## config.mk

```make
export PLATFORM = sky130hd
export DESIGN_NAME = rx_arbiter_rr
export DESIGN_NICKNAME = d
export VERILOG_FILES = /design/src/rtl/rx_arbiter_rr.sv
export SDC_FILE = /design/constraint.sdc
export NUM_CORES = 1
export LEC_CHECK = 0
export CAP_MARGIN = 20
export CORE_MARGIN = 1.5
export CORE_UTILIZATION = 40
export CTS_CLUSTER_DIAMETER = 80
export DETAILED_ROUTE_END_ITERATION = 7
export GPL_ROUTABILITY_DRIVEN = 1
export MAX_ROUTING_LAYER = met4
export PLACE_DENSITY_LB_ADDON = 0.05
export SLEW_MARGIN = 20
export SYNTH_ARGS = -nofsm -noshare
export SYNTH_HDL_FRONTEND = slang
export SYNTH_SLANG_ARGS = --single-unit
```

## constraint.sdc

```tcl
create_clock -name clk -period 2.8 [get_ports clk]
set_input_delay 0.7 -clock clk [delete_from_list [all_inputs] [get_ports clk]]
set_output_delay 0.7 -clock clk [all_outputs]
set_load 0.1 [all_outputs]
```

## src/rtl/rx_arbiter_rr.sv

```systemverilog
// rx_arbiter_rr: merges PORT_COUNT two-phase request/acknowledge channels into a single
// FIFO write stream at one item per clock, with round-robin or fixed-priority arbitration.
module rx_arbiter_rr #(
    parameter int ID         = -1,
    parameter int SIZE       = 8,
    parameter int PORT_COUNT = 5,
    parameter int PORT_BITS  = 4,
    parameter int ARB_MODE   = 0,
    parameter int COUNT_BITS = 16
) (
    input  logic                       clk,
    input  logic                       reset,
    input  logic [PORT_COUNT-1:0]      push_req,
    input  logic [SIZE*PORT_COUNT-1:0] push_data,
    output logic [PORT_COUNT-1:0]      push_ack,
    input  logic                       fifo_full,
    output logic                       fifo_write,
    output logic [SIZE-1:0]            fifo_item_in,
    output logic [PORT_BITS-1:0]       grant_port,
    output logic [COUNT_BITS-1:0]      rx_count
);

    if ((1 << PORT_BITS) < PORT_COUNT || PORT_COUNT < 1 || PORT_COUNT > 16) begin : g_bad_cfg
        $error("rx_arbiter_rr ID %0d: PORT_COUNT must be 1..16 and fit in PORT_BITS", ID);
    end

    logic [PORT_COUNT-1:0] req_seen_q, req_seen_d;
    logic [PORT_BITS-1:0]  rr_ptr_q, rr_ptr_d;
    logic                  fifo_write_q, fifo_write_d;
    logic [SIZE-1:0]       item_q, item_d;
    logic [PORT_BITS-1:0]  grant_q, grant_d;
    logic [COUNT_BITS-1:0] count_q, count_d;

    logic [PORT_COUNT-1:0] pending;
    logic                  hi_found, lo_found, accept;
    logic [PORT_BITS-1:0]  hi_idx, lo_idx, win_idx;
    logic [SIZE-1:0]       hi_item, lo_item, win_item;

    assign pending = push_req ^ req_seen_q;

    // Two searches: first pending at/above the pointer, and first pending overall;
    // the second covers the wrap back to index 0.
    always_comb begin
        hi_found = 1'b0;
        lo_found = 1'b0;
        hi_idx   = '0;
        lo_idx   = '0;
        hi_item  = '0;
        lo_item  = '0;
        for (int unsigned i = 0; i < PORT_COUNT; i++) begin
            if (pending[i] && !lo_found) begin
                lo_found = 1'b1;
                lo_idx   = PORT_BITS'(i);
                lo_item  = push_data[SIZE*i +: SIZE];
            end
            if (pending[i] && !hi_found && (PORT_BITS'(i) >= rr_ptr_q)) begin
                hi_found = 1'b1;
                hi_idx   = PORT_BITS'(i);
                hi_item  = push_data[SIZE*i +: SIZE];
            end
        end
        win_idx  = hi_found ? hi_idx : lo_idx;
        win_item = hi_found ? hi_item : lo_item;
        accept   = lo_found && !fifo_full;
    end

    always_comb begin
        req_seen_d   = req_seen_q;
        rr_ptr_d     = rr_ptr_q;
        fifo_write_d = 1'b0;
        item_d       = item_q;
        grant_d      = grant_q;
        count_d      = count_q;
        if (accept) begin
            req_seen_d   = req_seen_q ^ (PORT_COUNT'(1) << win_idx);
            fifo_write_d = 1'b1;
            item_d       = win_item;
            grant_d      = win_idx;
            count_d      = count_q + COUNT_BITS'(1);
            if (ARB_MODE == 0) begin
                rr_ptr_d = (win_idx == PORT_BITS'(PORT_COUNT - 1)) ? '0 : win_idx + PORT_BITS'(1);
            end
        end
    end

    always_ff @(posedge clk or posedge reset) begin
        if (reset) begin
            req_seen_q   <= '0;
            rr_ptr_q     <= '0;
            fifo_write_q <= 1'b0;
            item_q       <= '0;
            grant_q      <= '0;
            count_q      <= '0;
        end else begin
            req_seen_q   <= req_seen_d;
            rr_ptr_q     <= rr_ptr_d;
            fifo_write_q <= fifo_write_d;
            item_q       <= item_d;
            grant_q      <= grant_d;
            count_q      <= count_d;
        end
    end

    // Every acceptance toggles both the ack and the seen bit, so they are the same register.
    assign push_ack     = req_seen_q;
    assign fifo_write   = fifo_write_q;
    assign fifo_item_in = item_q;
    assign grant_port   = grant_q;
    assign rx_count     = count_q;

endmodule

```

==> flow_metrics.tcl <==
set metrics [dict create \
    grt_pass1_vias 2415 \
    power_mw 5.292 \
    clkPwrFrac 0.090 \
    cp-start-kind "primary input" \
    fmax_mhz 382.1 \
    drt_iter0_drc 197 \
    seqPwrFrac 0.177 \
    timing.critical_path.cells "clkdlybuf4s50_1, buf_4, xor2_2, buf_4, nor3_2, a221oi_1, a211o_1, nor3_1, o32a_1" \
    ys_seq_elements 37 \
    cts_root_buf "clkbuf_8" \
    firstDrtPassIters 5 \
    ys_async_sr_fraction 1.000 \
    tritoncts "built" \
    leakagePower_nw 1.631 \
    critPathRequiredTime_ps 3040 \
    r2r_slack_ps 480 \
    dpl_cell_area_um2 3602 \
    netSwitchingFraction 0.5438 \
    worstPathArrival_ps 2860 \
    setup.worst_path.class "in -> reg" \
    initial_core_util 0.4131 \
    cts.sinks 37 \
    pwr-share-comb 0.733 \
    synth_ff_type "dfrtp_1" \
    synth_top_family_by_area "compound AO/OA/AOI/OAI gates" \
    layout-drive-gt1-share 0.2889 \
    ioPinCount 82 \
    slew_headroom 0.5511 \
    intPower_mw 2.414 \
    clock_skew_ps 7.974 \
    overflow 0 \
    status "completed" \
    syn_avg_cell_area_um2 9.139 \
    setup_viol 0 \
    regArea_um2 929.6 \
    portBuffers 80 \
    nets 451 \
    grt_start_max_net_pins 26 \
    synthMuxAreaShare 0 \
    fin_crit_ps 2617 \
    cts_max_level 2 \
    min_path_type "reg -> reg" \
    synth_fp_nets 320 \
    pwr_density_cell_nw_per_um2 1412 \
    grt_antenna_before_repair 0 \
    die-height_um 80.96 \
    area_growth_pct 54.14 \
    grt_use_total 0.2475 \
    dieArea_um2 6555 \
    gp_congestion 0.9262 \
    irDropWorstVdd_mv 0.8031 \
    path_common_cell "buf_4" \
    synth-simple-area-share 0.2110 \
    ys_seq_area_frac 0.3809 \
    clkLatencyLatePin_ps 290 \
    diodes 0 \
    viasPerCell 5.471 \
    max_cap_viol_count 0 \
    drv_slew 0 \
    max_slew.worst_pin.slew_ps 672.7 \
    finalWirelength_um 7654 \
    end_kind "flop" \
    yosys.area_share.adder 0.03088 \
    synth_edf_count 0 \
    critPathMaxFanout 5 \
    crit_path_top_delay_cell "clkdlybuf4s50_1" \
    synth_xor_area_frac 0.1266 \
    core_um2 5886 \
    hold_viol 0 \
    syn_inst 266 \
    yosysWarnings 0 \
    grt_setup_unrepaired "false" \
    row_count 28 \
    grt_pass1_wl_um 11960 \
    num_vias 2588 \
    fin_area_um2 3747 \
    chipWidth_um 80.96 \
    multi_input_area_um2 1454 \
    drc 0 \
    dp_hpwl_um 5938 \
    period_share 0.9347 \
    synthesis.area_um2 2431 \
    ant_nets 0 \
    synth-compound-area-share 0.2151 \
    cts_buffer_depth 2 \
    clk_pin_slew_worst_paths_ps 80 \
    path_buf_inv 3 \
    worst_path_largest_cell_delay_ps 460 \
    cts_made_buffers 5 \
    cp_top_family "buffers and inverters" \
    synth.distinct_cells 50 \
    wl_per_cell_um 16.18 \
    p_switching_mw 2.878 \
    n_fill_cell 504 \
]
## routing by layer
metal	track usage	share of wire	up-vias
met5	-	0	-
met1	0.3252	0.44	1201
met3	0.03708	0.080	17
li1	-	-	1243
met4	0.09828	0.025	0
met2	0.3833	0.45	127
## power groups by stage
stage / combinational (mW) / clock (mW) / sequential (mW)
after floorplan: 1.35 / 0 / 2.07
after global placement: 3.81 / 0 / 0.936
after detailed placement: 3.83 / 0 / 0.941
after CTS: 3.84 / 0.492 / 0.931
after global routing: 4.12 / 0.512 / 0.975
final: 3.88 / 0.477 / 0.938
## logic make-up (layout without fill, tap and decap cells)
family	count (synthesis)	count (layout)
compound gates	73	73
xor+xnor	30	30
fa+ha+maj	6	6
buf+inv	16	148
flops	37	37
other cells	1	1
simple gates	103	103
## area by class of cell
class | instances | share of cell area
timing repair buffer | 133 | 0.3018
clock inverter | 2 | 0.01035
inverter | 7 | 0.007346
tap | 75 | 0.02504
multi-input combinational | 213 | 0.3880
clock buffer | 6 | 0.01937
sequential | 37 | 0.2481
## placed cells by master (no fill, tap or decap), types with 3 or more instances in the layout
master / count
inv_1: 6
a22oi_1: 7
a222oi_1: 5
o211ai_1: 6
nor3_2: 4
xor2_2: 3
nand2_1: 41
o22ai_1: 6
and3_1: 3
ha_1: 6
clkbuf_8: 5
a221oi_1: 4
and2_1: 4
nor2_1: 13
clkdlybuf4s50_1: 46
xnor2_1: 22
dfrtp_2: 3
o21ai_0: 9
o31ai_1: 9
nand3_1: 17
a21oi_1: 12
nor3_1: 4
buf_4: 85
dfrtp_1: 34
nand4_1: 6
## timing repair
item                                    CTS  global route
hold buffers                              0             0
buffers inserted                          0             0
endpoints found under the setup margin    0             2
resized for setup                         0             6
## Yosys cell counts, types with 2 or more instances
| cell type | count | area share |
|---|---|---|
| a211oi_1 | 2 | 0.0062 |
| a21o_1 | 2 | 0.0062 |
| a21oi_1 | 12 | 0.025 |
| a221oi_1 | 4 | 0.014 |
| a222oi_1 | 5 | 0.021 |
| a22oi_1 | 7 | 0.022 |
| and2_1 | 4 | 0.010 |
| and3_1 | 3 | 0.0077 |
| buf_4 | 3 | 0.0093 |
| clkbuf_1 | 3 | 0.0046 |
| dfrtp_1 | 37 | 0.38 |
| ha_1 | 6 | 0.031 |
| inv_1 | 6 | 0.0093 |
| nand2_1 | 41 | 0.063 |
| nand3_1 | 17 | 0.035 |
| nand3b_1 | 2 | 0.0062 |
| nand4_1 | 6 | 0.015 |
| nor2_1 | 13 | 0.020 |
| nor2_2 | 2 | 0.0051 |
| nor3_1 | 5 | 0.010 |
| nor3_2 | 3 | 0.012 |
| o211ai_1 | 6 | 0.019 |
| o21ai_0 | 9 | 0.019 |
| o21ai_1 | 2 | 0.0041 |
| o22ai_1 | 6 | 0.015 |
| o31ai_1 | 9 | 0.028 |
| o32a_1 | 2 | 0.0082 |
| or3_1 | 2 | 0.0051 |
| xnor2_1 | 23 | 0.083 |
| xor2_1 | 4 | 0.014 |
## per-stage QoR
stage / setup WS [ps] / utilization / instances / setup TNS, ps / hold WS [ps]
after floorplan: 65.03 / - / 266 / 0 / 517.0
after global routing: 13.97 / 0.6367 / 473 / 0 / 503.7
after detailed placement: -205.3 / 0.6120 / 465 / -849.4 / 467.7
final: 182.8 / 0.6367 / 473 / 0 / 475.9
after global placement: -119.9 / 0.6120 / 465 / -363.4 / 465.0
after CTS: 101.7 / 0.6310 / 473 / 0 / 480.3
## sequential cells by signal, indices dropped and copies added, names as in the netlist
name,count
push_ack,5
fifo_write,1
rr_ptr_q,4
fifo_item_in,8
grant_port,3
rx_count,16
## path summary, 6_finish.rpt
check,from,end,cells after the start
worst min-delay path,rx_count[15],rx_count[15],1
min in group asynchronous,reset,rr_ptr_q[2],2
max in group asynchronous,reset,rx_count[7],3
worst min register to register,rx_count[15],rx_count[15],1
worst max-delay path,push_req[0],fifo_item_in[0],9
worst max register to register,rr_ptr_q[3],fifo_item_in[6],7
Power figures use the tool's default switching activity.
